<file path="src/rtl/bus_arbiter_if.sv">
// bus_arbiter_if: the four-master / one-slave-side bus bundle around the arbiter.
//   mN_req_, mN_as_   : per-master request and address strobe (active-low)
//   mN_addr, mN_rw,
//   mN_wr_data        : per-master access fields (rw 1 = read)
//   mN_grnt_          : per-master grant (active-low), driven by the arbiter
//   s_addr, s_as_,
//   s_rw, s_wr_data   : shared slave-side bus, driven by the arbiter
// Modports: master = requesting-master side, slave = arbiter side.
interface bus_arbiter_if #(
   parameter int ADDR_W = 30,
   parameter int DATA_W = 32
);
   logic              m0_req_, m1_req_, m2_req_, m3_req_;
   logic [ADDR_W-1:0] m0_addr, m1_addr, m2_addr, m3_addr;
   logic              m0_as_, m1_as_, m2_as_, m3_as_;
   logic              m0_rw, m1_rw, m2_rw, m3_rw;
   logic [DATA_W-1:0] m0_wr_data, m1_wr_data, m2_wr_data, m3_wr_data;
   logic              m0_grnt_, m1_grnt_, m2_grnt_, m3_grnt_;
   logic [ADDR_W-1:0] s_addr;
   logic              s_as_;
   logic              s_rw;
   logic [DATA_W-1:0] s_wr_data;

   modport master (
      output m0_req_, m1_req_, m2_req_, m3_req_,
      output m0_addr, m1_addr, m2_addr, m3_addr,
      output m0_as_, m1_as_, m2_as_, m3_as_,
      output m0_rw, m1_rw, m2_rw, m3_rw,
      output m0_wr_data, m1_wr_data, m2_wr_data, m3_wr_data,
      input  m0_grnt_, m1_grnt_, m2_grnt_, m3_grnt_,
      input  s_addr, s_as_, s_rw, s_wr_data
   );

   modport slave (
      input  m0_req_, m1_req_, m2_req_, m3_req_,
      input  m0_addr, m1_addr, m2_addr, m3_addr,
      input  m0_as_, m1_as_, m2_as_, m3_as_,
      input  m0_rw, m1_rw, m2_rw, m3_rw,
      input  m0_wr_data, m1_wr_data, m2_wr_data, m3_wr_data,
      output m0_grnt_, m1_grnt_, m2_grnt_, m3_grnt_,
      output s_addr, s_as_, s_rw, s_wr_data
   );
endinterface

</file>
<file path="src/rtl/bus_arbiter.sv">
// bus_arbiter: round-robin arbiter and master mux for the 4-master shared bus.
//   clk    : bus clock, rising edge
//   reset_ : asynchronous reset, active-low (owner returns to master 0)
//   bus    : bus_arbiter_if.slave - master requests/fields in, grants and
//            shared s_* bus out
//   owner  : current owner index (debug/trace)
// Optional feature macro: BUS_ARB_TIMEOUT_EN - forces a rotation after the
// owner has held the bus TIMEOUT_CYCLES cycles while others were waiting.
module bus_arbiter #(
   parameter int ADDR_W         = 30,
   parameter int DATA_W         = 32,
   parameter int TIMEOUT_CYCLES = 255
) (
   input  logic         clk,
   input  logic         reset_,
   bus_arbiter_if.slave bus,
   output logic [1:0]   owner
);
   typedef enum logic [1:0] {OWN0, OWN1, OWN2, OWN3} state_t;

   state_t                  state, nxt;
   logic [3:0]              req;      // active-high view of mN_req_
   logic [3:0]              as_n;
   logic [3:0]              rw_v;
   logic [3:0][ADDR_W-1:0]  addr_v;
   logic [3:0][DATA_W-1:0]  data_v;
   logic [3:0]              grnt_n;
   logic                    others;
   logic                    rotate;
   logic                    found;
   logic [1:0]              cand;

   if (TIMEOUT_CYCLES < 1) begin : g_bad_timeout
      $error("bus_arbiter: TIMEOUT_CYCLES must be >= 1");
   end

   assign req    = ~{bus.m3_req_, bus.m2_req_, bus.m1_req_, bus.m0_req_};
   assign as_n   = {bus.m3_as_, bus.m2_as_, bus.m1_as_, bus.m0_as_};
   assign rw_v   = {bus.m3_rw, bus.m2_rw, bus.m1_rw, bus.m0_rw};
   assign addr_v = {bus.m3_addr, bus.m2_addr, bus.m1_addr, bus.m0_addr};
   assign data_v = {bus.m3_wr_data, bus.m2_wr_data, bus.m1_wr_data, bus.m0_wr_data};

   // Someone other than the owner is waiting.
   assign others = |(req & ~(4'b0001 << state));

`ifdef BUS_ARB_TIMEOUT_EN
   localparam int CNT_W = $clog2(TIMEOUT_CYCLES + 1);
   logic [CNT_W-1:0] hold_cnt;
   logic             expired;

   assign expired = (hold_cnt == CNT_W'(TIMEOUT_CYCLES));
   assign rotate  = !req[state] || (expired && others);

   always_ff @(posedge clk or negedge reset_) begin
      if (!reset_)                        hold_cnt <= '0;
      else if (nxt != state || !others)   hold_cnt <= '0;
      else if (req[state] && !expired)    hold_cnt <= hold_cnt + 1'b1;
   end
`else
   assign rotate = !req[state];
`endif

   always_ff @(posedge clk or negedge reset_) begin
      if (!reset_) state <= OWN0;
      else         state <= nxt;
   end

   // Search owner+1 .. owner+3, then owner itself; first requester wins.
   // With nobody requesting, ownership is kept so a grant is always out.
   always_comb begin
      nxt   = state;
      found = 1'b0;
      cand  = state;
      if (rotate) begin
         for (int i = 1; i <= 4; i++) begin
            cand = state + 2'(i);
            if (!found && req[cand]) begin
               nxt   = state_t'(cand);
               found = 1'b1;
            end
         end
      end
   end

   // Grants decode the register only, so they move only on an edge or reset.
   assign grnt_n       = ~(4'b0001 << state);
   assign bus.m0_grnt_ = grnt_n[0];
   assign bus.m1_grnt_ = grnt_n[1];
   assign bus.m2_grnt_ = grnt_n[2];
   assign bus.m3_grnt_ = grnt_n[3];

   assign bus.s_addr    = addr_v[state];
   assign bus.s_rw      = rw_v[state];
   assign bus.s_wr_data = data_v[state];
   // Strobe gated by the owner's request so a released owner never strobes.
   assign bus.s_as_     = as_n[state] | ~req[state];
   assign owner         = state;
endmodule

</file>
<file path="src/flat_wrapper.sv">
// flat-port wrapper written by rule: the top's interface ports become plain ports
module bus_arbiter_flat 
#(
   parameter int ADDR_W         = 30,
   parameter int DATA_W         = 32,
   parameter int TIMEOUT_CYCLES = 255
)
  (clk, reset_, owner, bus_m0_req_, bus_m1_req_, bus_m2_req_, bus_m3_req_, bus_m0_addr, bus_m1_addr, bus_m2_addr, bus_m3_addr, bus_m0_as_, bus_m1_as_, bus_m2_as_, bus_m3_as_, bus_m0_rw, bus_m1_rw, bus_m2_rw, bus_m3_rw, bus_m0_wr_data, bus_m1_wr_data, bus_m2_wr_data, bus_m3_wr_data, bus_m0_grnt_, bus_m1_grnt_, bus_m2_grnt_, bus_m3_grnt_, bus_s_addr, bus_s_as_, bus_s_rw, bus_s_wr_data);
  bus_arbiter_if #(.ADDR_W(ADDR_W), .DATA_W(DATA_W)) bus_i ();
  input  logic clk;
  input  logic reset_;
  output logic [1:0] owner;
  input wire logic [$bits(bus_i.m0_req_)-1:0] bus_m0_req_;
  input wire logic [$bits(bus_i.m1_req_)-1:0] bus_m1_req_;
  input wire logic [$bits(bus_i.m2_req_)-1:0] bus_m2_req_;
  input wire logic [$bits(bus_i.m3_req_)-1:0] bus_m3_req_;
  input wire logic [$bits(bus_i.m0_addr)-1:0] bus_m0_addr;
  input wire logic [$bits(bus_i.m1_addr)-1:0] bus_m1_addr;
  input wire logic [$bits(bus_i.m2_addr)-1:0] bus_m2_addr;
  input wire logic [$bits(bus_i.m3_addr)-1:0] bus_m3_addr;
  input wire logic [$bits(bus_i.m0_as_)-1:0] bus_m0_as_;
  input wire logic [$bits(bus_i.m1_as_)-1:0] bus_m1_as_;
  input wire logic [$bits(bus_i.m2_as_)-1:0] bus_m2_as_;
  input wire logic [$bits(bus_i.m3_as_)-1:0] bus_m3_as_;
  input wire logic [$bits(bus_i.m0_rw)-1:0] bus_m0_rw;
  input wire logic [$bits(bus_i.m1_rw)-1:0] bus_m1_rw;
  input wire logic [$bits(bus_i.m2_rw)-1:0] bus_m2_rw;
  input wire logic [$bits(bus_i.m3_rw)-1:0] bus_m3_rw;
  input wire logic [$bits(bus_i.m0_wr_data)-1:0] bus_m0_wr_data;
  input wire logic [$bits(bus_i.m1_wr_data)-1:0] bus_m1_wr_data;
  input wire logic [$bits(bus_i.m2_wr_data)-1:0] bus_m2_wr_data;
  input wire logic [$bits(bus_i.m3_wr_data)-1:0] bus_m3_wr_data;
  output wire logic [$bits(bus_i.m0_grnt_)-1:0] bus_m0_grnt_;
  output wire logic [$bits(bus_i.m1_grnt_)-1:0] bus_m1_grnt_;
  output wire logic [$bits(bus_i.m2_grnt_)-1:0] bus_m2_grnt_;
  output wire logic [$bits(bus_i.m3_grnt_)-1:0] bus_m3_grnt_;
  output wire logic [$bits(bus_i.s_addr)-1:0] bus_s_addr;
  output wire logic [$bits(bus_i.s_as_)-1:0] bus_s_as_;
  output wire logic [$bits(bus_i.s_rw)-1:0] bus_s_rw;
  output wire logic [$bits(bus_i.s_wr_data)-1:0] bus_s_wr_data;
  assign bus_i.m0_req_ = bus_m0_req_;
  assign bus_i.m1_req_ = bus_m1_req_;
  assign bus_i.m2_req_ = bus_m2_req_;
  assign bus_i.m3_req_ = bus_m3_req_;
  assign bus_i.m0_addr = bus_m0_addr;
  assign bus_i.m1_addr = bus_m1_addr;
  assign bus_i.m2_addr = bus_m2_addr;
  assign bus_i.m3_addr = bus_m3_addr;
  assign bus_i.m0_as_ = bus_m0_as_;
  assign bus_i.m1_as_ = bus_m1_as_;
  assign bus_i.m2_as_ = bus_m2_as_;
  assign bus_i.m3_as_ = bus_m3_as_;
  assign bus_i.m0_rw = bus_m0_rw;
  assign bus_i.m1_rw = bus_m1_rw;
  assign bus_i.m2_rw = bus_m2_rw;
  assign bus_i.m3_rw = bus_m3_rw;
  assign bus_i.m0_wr_data = bus_m0_wr_data;
  assign bus_i.m1_wr_data = bus_m1_wr_data;
  assign bus_i.m2_wr_data = bus_m2_wr_data;
  assign bus_i.m3_wr_data = bus_m3_wr_data;
  assign bus_m0_grnt_ = bus_i.m0_grnt_;
  assign bus_m1_grnt_ = bus_i.m1_grnt_;
  assign bus_m2_grnt_ = bus_i.m2_grnt_;
  assign bus_m3_grnt_ = bus_i.m3_grnt_;
  assign bus_s_addr = bus_i.s_addr;
  assign bus_s_as_ = bus_i.s_as_;
  assign bus_s_rw = bus_i.s_rw;
  assign bus_s_wr_data = bus_i.s_wr_data;
  bus_arbiter #(.ADDR_W(ADDR_W), .DATA_W(DATA_W), .TIMEOUT_CYCLES(TIMEOUT_CYCLES)) u_core (.clk(clk), .reset_(reset_), .bus(bus_i), .owner(owner));
endmodule
</file>
<file path="config.mk">
export PLATFORM = sky130hd
export DESIGN_NAME = bus_arbiter_flat
export DESIGN_NICKNAME = d
export VERILOG_FILES = /design/src/rtl/bus_arbiter_if.sv /design/src/rtl/bus_arbiter.sv /design/src/flat_wrapper.sv
export SDC_FILE = /design/constraint.sdc
export NUM_CORES = 1
export LEC_CHECK = 0
export ABC_AREA = 1
export BUFFER_PORTS_ARGS = -buffer_cell sky130_fd_sc_hd__buf_2
export CORE_AREA = 2 2 130 132
export DETAILED_ROUTE_END_ITERATION = 6
export DIE_AREA = 0 0 132 134
export HOLD_SLACK_MARGIN = 0.12
export PLACE_DENSITY = 0.49
export SYNTH_ARGS = -nofsm -noshare
export SYNTH_HDL_FRONTEND = slang
export SYNTH_SLANG_ARGS = --single-unit
</file>
<file path="constraint.sdc">
create_clock -name clk -period 3.65 [get_ports clk]
set_input_delay 0.73 -clock clk [delete_from_list [all_inputs] [get_ports clk]]
set_output_delay 0.73 -clock clk [all_outputs]
set_load 0.05 [all_outputs]
</file>
; Word-level counts from Yosys, hierarchy flattened
; Index checks and enable logic that the tools add are counted.
[word_totals]
register_bits = 2
out_inout_bits = 70
[op_classes]
addsub = 3
order_cmp = 4
shift = 1
muxes = 25
n_bitwise = 5
reduce_logical = 8
[op_table]
columns = operator, count
row1 = binary-select mux 32 bit (select 2 bit), 1
row2 = binary-select mux 30 bit (select 2 bit), 1
row3 = 2-to-1 mux 32 bit, 1
row4 = 2-to-1 mux 30 bit, 1
row5 = binary-select mux 1 bit (select 2 bit), 6
row6 = less-than comparator 2 x 3 -> 1 bit (second input constant), 4
row7 = 2-to-1 mux 1 bit, 12
row8 = NOT 4 bit, 2
row9 = 2-to-1 mux 2 bit, 3
row10 = adder 2 bit (second input constant), 2
row11 = left shift 1 x 2 -> 4 bit (first input constant), 1
row12 = logical AND 1 bit, 3
row13 = logical NOT 1 bit, 3
row14 = AND reduction 3 bit, 1
row15 = nonzero test 3 bit, 1
row16 = adder 2 x 1 -> 2 bit (second input constant), 1
row17 = NOT 1 bit, 2
row18 = OR 1 bit, 1

; Logic depth before layout (Yosys ltp)
; Gate-level depths: netlist of run 1.
[depth]
word_depth = 17
depth_mapped = 13
ltp_nobuf = 10

; Worst setup path before layout of run 1
; No wires, ideal clock.
[synth_path]
kind = reg2out
start = register u_core.state[0] (netlist: u_core.owner[0])
end = output bus_s_addr[15]
arrival_time_ns = 2.139
setup_slack_ns = 0.781
path_stages_with_launch = 7
path_buffers = 4
path_cell_list = dfrtp_1 buf_6 buf_6 buf_4 buf_4 nor2_1 o22ai_1
[synth_between]
elab_chain_len = 2
[synth_rtl]
columns = item, line_no
row1 = from (decl), bus_arbiter.sv:21  ; state_t state, nxt;
row2 = from (signal assigned), bus_arbiter.sv:65  ; else state <= nxt;
row3 = binary-select mux 30 bit (select 2 bit), bus_arbiter.sv:92  ; assign bus.s_addr = addr_v[state];
row4 = 2-to-1 mux 30 bit (not written as such), bus_arbiter.sv:92
row5 = to (decl), flat_wrapper.sv:37  ; output wire logic [$bits(bus_i.s_addr)-1:0] bus_s_addr;
; Every way passes these cells. The select of a mux whose other input is x is not followed.

; Final worst setup path of run 1
[layout_path]
start = register u_core.state[1] (netlist: u_core.owner[1])
end = output bus_s_as_
[layout_between]
elab_chain_len = 4
[layout_rtl]
columns = item, line_no
row1 = binary-select mux 1 bit (select 2 bit), bus_arbiter.sv:96  ; assign bus.s_as_ = as_n[state] | ~req[state];
row2 = 2-to-1 mux 1 bit (not written as such), bus_arbiter.sv:96
row3 = NOT 1 bit (no source line), -
row4 = OR 1 bit *, bus_arbiter.sv:96
row5 = to (decl), flat_wrapper.sv:38  ; output wire logic [$bits(bus_i.s_as_)-1:0] bus_s_as_;
; Every way passes the cells marked *; elsewhere a longest branch is shown, timed or not. The select of a mux whose other input is x is not followed.

==> out/metrics.cfg, run 1 <==
[detailed_routing]
wl_mm=12.0
drc_errors=0
drt_iter0_drc=235
vias=4069
post_drt_wl_per_cell_um=12.7
firstDrtPassIters=5
ant_nets=0
vias_per_cell=4.31

[critical_path]
critPathCaptureType=primary output
critPathBufInv=3
arrival_ns=2.17
crit_family=buffers and inverters
worst-setup-path-type=reg -> out
start_kind=register
cp_slowest_cell=dfrtp_2
critical_path_required_ns=2.92
cp_cell_sequence=inv_2 -> buf_12 -> o21ai_0 -> o221ai_1 -> buf_2
worst-path-max-fanout=38
critPathMaxStageDelay_ns=0.57

[placement]
gp_congestion=0.808
port_buffers=331
dpl.hpwl_mm=9.25

[yosys]
syn_nets=692
netlist_area_um2=2100
synth_compound_area_share_pct=51.1
synthDominantAreaCellType=o21ai_0
synth_top_family_by_area=compound AO/OA/AOI/OAI gates
synthAdderAreaFrac_pct=2.39
synth_cells=426
yosys.area_share.simple_pct=31.1
synthXorXnorAreaFrac_pct=0
synth_cell_types=20
synth_top_area_share_pct=28.7
syn_area_per_cell_um2=4.92
ys_seq_elements=2
yosysWarnings=0
ys_seq_area_share_pct=2.39
muxShareOfSynthArea_pct=0
synthTopCellsByArea=o21ai_0 (29%), nor2_1 (23%), o22ai_1 (19%)

[min_path]
hold_class=in -> async

[sta]
rsz0062_at_grt=no
tightestPinTransition_ns=0.548
hold_violations=0
slew_headroom_pct=63.5
fin_skew_ns=0.000349
setup_viol=0
tns_ns=0
fin_crit_sh_pct=79.3
drv_slew=0
post-route-min-period_ns=2.90
max_freq_mhz=345

[layout]
fill_cells=1914
mostFrequentLayoutCell=buf_2
largest_reg_flops=2
synthToLayoutAreaGrowth_pct=89.7
nets=992
antennaDiodeCount=0
layout-drive-gt1-share_pct=48.3
final_cell_mix=buf_2 (331), nor2_1 (130), o21ai_0 (120)

[power_and_ir_drop]
p_per_area_nw_per_um2=1160
p_leak_nw=2.08
peakVddDrop_uv=395
power_mw=4.60

[flow_run]
cap_violations=0

[clock_network]
cts.sinks=2
cts.repair.resized=0
cts_buffer_depth=2
cts_buffers=3
ctsHoldBuffers=0
clkTransAtPathRegs_ns=0.03
htreeDepth=1
cts_setup_buffers=0
clk_latency_ns=0.22
cts_tree=built
root_buffer=clkbuf_16

[floorplan]
std_cell_rows=47
core_region_area_um2=16300
start_util_pct=12.9
die_h_um=134
die_area_um2=17700
dieWidth_um=132
ios=332

[global_route]
grt.total_usage_pct=12.2
antenna_found_initial=1
grt_pass1_vias=3760
grt_max_degree=142
grt_pass1_wl_mm=18.1
grt_overflow=0

[outcome]
status=completed

-- metrics by stage --
stage | instance area [um^2] | util (%) | hold slack, ns | setup WS [ns] | std cells
detailed placement | 3900 | 23.9 | 0.518 | 0.959 | 941
CTS | 3980 | 24.4 | 0.287 | 0.724 | 944
floorplan | 2100 | - | 0.434 | 0.781 | 426
global placement | 3900 | 23.9 | 0.517 | 0.937 | 941
global route | 3980 | 24.4 | 0.287 | 0.606 | 944
finish | 3980 | 24.4 | 0.289 | 0.754 | 944
-- cells by family after synthesis --
| logic type | count (synthesis) |
|---|---|
| AOI/OAI and AO/OA | 196 |
| adders and majority gates | 4 |
| buffers and inverters | 56 |
| DFF | 2 |
| and+or+nand+nor | 168 |
-- worst paths after layout --
check / startpoint / end / slack, ns / cells after the start
max reg2reg: u_core.owner[1] / u_core.owner[1] / 1.32 / 11
min: reset_ / u_core.owner[1] / 0.29 / 1
min in group clk: u_core.owner[0] / u_core.owner[0] / 0.96 / 3
min reg2reg: u_core.owner[0] / u_core.owner[0] / 0.96 / 3
max in group asynchronous: reset_ / u_core.owner[0] / 3.25 / 1
max: u_core.owner[1] / bus_s_as_ / 0.75 / 5
-- Yosys cell counts --
| cell type | n |
|---|---|
| buf_4 | 4 |
| dfrtp_1 | 2 |
| o22ai_1 | 63 |
| clkbuf_2 | 2 |
| o21ai_1 | 10 |
| nand3_1 | 8 |
| buf_6 | 3 |
| inv_1 | 12 |
| nand3_2 | 1 |
| nand2_1 | 27 |
| o21ai_0 | 120 |
| ha_1 | 4 |
| nor2_1 | 130 |
| buf_1 | 1 |
| o21ai_2 | 2 |
| buf_2 | 16 |
| inv_4 | 1 |
| clkbuf_1 | 17 |
| nand2_2 | 2 |
| o221ai_1 | 1 |
-- final cells by class --
| cell class | instances | area, um^2 | area share [%] |
|---|---|---|---|
| clock buffer | 3 | 75.1 | 1.89 |
| tap | 220 | 275 | 6.92 |
| sequential | 2 | 55.1 | 1.38 |
| multi-input combinational | 368 | 1770 | 44.6 |
| timing repair buffer | 338 | 1750 | 43.9 |
| inverter | 13 | 51.3 | 1.29 |
-- where the power goes --
| part | internal [mW] | switching, mW |
|---|---|---|
| registers | 0.0393 | 0.0505 |
| clock network | 0.139 | 0.0253 |
| logic | 1.05 | 3.30 |
| total | 1.23 | 3.37 |
-- per-layer routing --
metal	routed length (um)	vias to the layer above	GRT usage (%)
met5	13	-	0
met4	142	2	2.72
met3	904	12	1.78
met2	6160	209	23.8
met1	4770	1752	13.8
li1	-	2094	-
Note: power is estimated with default switching activity, not from simulation.
==> run 2: changes to the inputs <==
--- a/config.mk
+++ b/config.mk
@@ -5,13 +5,13 @@
 export SDC_FILE = /design/constraint.sdc
 export NUM_CORES = 1
 export LEC_CHECK = 0
-export ABC_AREA = 1
+export ABC_AREA = 0
 export BUFFER_PORTS_ARGS = -buffer_cell sky130_fd_sc_hd__buf_2
 export CORE_AREA = 2 2 130 132
 export DETAILED_ROUTE_END_ITERATION = 6
 export DIE_AREA = 0 0 132 134
 export HOLD_SLACK_MARGIN = 0.12
-export PLACE_DENSITY = 0.49
+export PLACE_DENSITY = 0.48
 export SYNTH_ARGS = -nofsm -noshare
 export SYNTH_HDL_FRONTEND = slang
 export SYNTH_SLANG_ARGS = --single-unit
==> constraint.sdc (replaced) <==
create_clock -name clk -period 2.7 [get_ports clk]
set_input_delay 0.54 -clock clk [delete_from_list [all_inputs] [get_ports clk]]
set_output_delay 0.54 -clock clk [all_outputs]
set_load 0.05 [all_outputs]
==> out/metrics.cfg, run 2 <==
[detailed_routing]
top_layer=met5
drc_errors=0  ; unchanged
met1_length_mm=4.19  ; -12%
ant_nets=0  ; unchanged
wl_met2_mm=5.71  ; -7.2%
vias_per_cell=4.18  ; -3.1%
met3_wirelength_um=946  ; +4.6%
firstDrtPassIters=5  ; unchanged
drt_iter0_drc=90  ; -62%
vias=2815  ; -31%
post_drt_wl_per_cell_um=16.2  ; +28%
wl_mm=10.9  ; -8.7%

[sta]
drv_slew=0  ; unchanged
post-route-min-period_ns=2.45
slew_headroom_pct=78.5  ; +15 points
tightestPinTransition_ns=0.318  ; -0.229 ns
hold_violations=0  ; unchanged
fin_skew_ns=0.00133  ; +0.000979 ns
tns_ns=0  ; unchanged
rsz0062_at_grt=no
setup_viol=0  ; unchanged
fin_crit_sh_pct=90.6
hold_ws_ns=0.651  ; +0.362 ns
max_freq_mhz=409

[clock_network]
clkTransAtPathRegs_ns=0.03  ; about the same
cts_tree=built
cts_setup_buffers=0  ; unchanged
root_buffer=clkbuf_16
cts_buffers=3  ; unchanged
clk_latency_ns=0.22  ; about the same
cts.sinks=2  ; unchanged
cts.repair.resized=0  ; unchanged
htreeDepth=1  ; unchanged
cts_buffer_depth=2  ; unchanged
ctsHoldBuffers=1  ; +1

[global_route]
grt_max_degree=58  ; -59%
grt_pass1_vias=2919  ; -22%
grt_pass1_wl_mm=16.0  ; -12%
grt_overflow=0  ; unchanged
antenna_found_initial=2  ; +1
grt.total_usage_pct=11.2  ; -0.93 points

[critical_path]
critPathCaptureType=primary output
critPathMaxStageDelay_ns=0.62  ; +0.05 ns
critical_path_required_ns=2.16  ; -0.76 ns
worst-path-max-fanout=23  ; -39%
start_kind=register
cp_slowest_cell=dfrtp_4
critPathBufInv=2  ; -1
worst-setup-path-type=reg -> out
cp_cell_sequence=buf_12 -> mux4_2 -> buf_2
arrival_ns=1.91  ; -0.26 ns
crit_family=flip-flops

[yosys]
synth_top_area_share_pct=73.9  ; +45 points
synth_edf_count=0  ; unchanged
syn_nets=397  ; -43%
async_flop_share_pct=100  ; unchanged
synthDominantAreaCellType=mux4_2
ys_seq_area_share_pct=2.57  ; +0.18 points
synth_top_flop_cell=dfrtp_1
yosysWarnings=0  ; unchanged
synth_most_common_cell=mux4_2
synthTopCellsByCount=mux4_2 (64), buf_2 (8), inv_1 (7)
synthTopCellsByArea=mux4_2 (74%), buf_6 (3.5%), dfrtp_1 (2.6%)
ys_seq_elements=2  ; unchanged
synth_cell_types=32  ; +60%
netlist_area_um2=1950  ; -7.0%
synth_cells=131  ; -69%
syn_area_per_cell_um2=14.9  ; +200%

[power_and_ir_drop]
peakVddDrop_uv=509  ; +29%
p_leak_nw=1.95  ; -6.1%
p_per_area_nw_per_um2=1350  ; +17%

[placement]
gp_congestion=0.894  ; +11%
dpl.hpwl_mm=9.67  ; +4.5%
port_buffers=331  ; unchanged

[layout]
final_cell_mix=buf_2 (331), mux4_2 (64), inv_1 (7)
layout-drive-gt1-share_pct=90.7  ; +42 points
largest_reg_flops=2  ; unchanged
synthToLayoutAreaGrowth_pct=102
nets=721  ; -27%
mostFrequentLayoutCell=buf_2

[flow_run]
cap_violations=0  ; unchanged

[min_path]
hold_class=in -> async

[floorplan]
dieWidth_um=132  ; unchanged
core_region_area_um2=16300  ; unchanged
start_util_pct=12.0  ; -0.90 points
ios=332  ; unchanged
std_cell_rows=47  ; unchanged
die_h_um=134  ; unchanged
die_area_um2=17700  ; unchanged

[outcome]
status=completed

[run 2: cell count changes in the layout (fill, tap and decap cells not counted), sizes merged, moves of 2 or more]
cell | previous run | this run
o211ai | 0 | 2
inv | 13 | 7
mux2i | 0 | 2
nand2 | 29 | 1
nor2 | 130 | 1
nand3 | 9 | 5
o22ai | 63 | 0
o21ai | 132 | 3
mux4 | 0 | 64
a31oi | 0 | 2
[run 2: cell families after synthesis]
family	Yosys count	synth area share (%)
compound gates	14	5.52
buf+inv	28	8.41
mux	67	75.7
fa+ha+maj	4	2.57
simple gates	15	4.75
xor+xnor	1	0.449
flops	2	2.57
[run 2: final cells by class]
class / count / area (um^2)
well taps: 220 / 275
repair buffers: 340 / 1760
multi-input cells: 101 / 1740
flip-flops and latches: 2 / 55.1
inverters: 7 / 26.3
fillers: 1797 / 12400
clock buffers: 3 / 75.1
diodes: 1 / 2.50
[run 2: worst paths after layout]
| check | start | end | slack [ns] | cells past startpoint |
|---|---|---|---|---|
| setup / recovery | u_core.owner[0] | bus_s_wr_data[4] | 0.25 | 3 |
| hold / removal | reset_ | u_core.owner[1] | 0.65 | 2 |
| setup reg to reg | u_core.owner[0] | u_core.owner[1] | 0.43 | 7 |
| hold reg to reg | u_core.owner[0] | u_core.owner[0] | 0.78 | 1 |
| max in group asynchronous | reset_ | u_core.owner[0] | 1.94 | 2 |
| min in group clk | u_core.owner[0] | u_core.owner[0] | 0.78 | 1 |
[run 2: per-layer routing]
layer	global-route usage, %	up-vias
met2	20.7	174
met4	1.87	4
met5	0	-
met1	13.6	1382
met3	2.49	8
li1	-	1247
[run 2: worst register-to-register path, cell delays in order (launching register included)]
cell and delay, ns:
dfrtp_4 0.62, inv_1 0.11, ha_1 0.42, mux2i_1 0.16, mux2_4 0.29, a2111oi_2 0.32, o21bai_1 0.10, a31oi_1 0.17
[run 2: per-stage QoR]
step	total power, mW	instance area, um^2	worst slack [ns]	util [%]	cells
after floorplan	4.05	1950	0.0355	-	131
after global placement	5.09	3850	0.450	23.6	669
after detailed placement	5.14	3850	0.409	23.6	669
after CTS	5.38	3930	0.211	24.1	673
after global routing	5.58	3930	0.129	24.1	673
final	5.31	3930	0.253	24.1	674
[run 2: report_power, final]
| group | switching, mW | internal [mW] | total [mW] |
|---|---|---|---|
| Clock | 0.0335 | 0.188 | 0.222 |
| Sequential | 0.0806 | 0.0546 | 0.135 |
| Combinational | 3.27 | 1.68 | 4.95 |
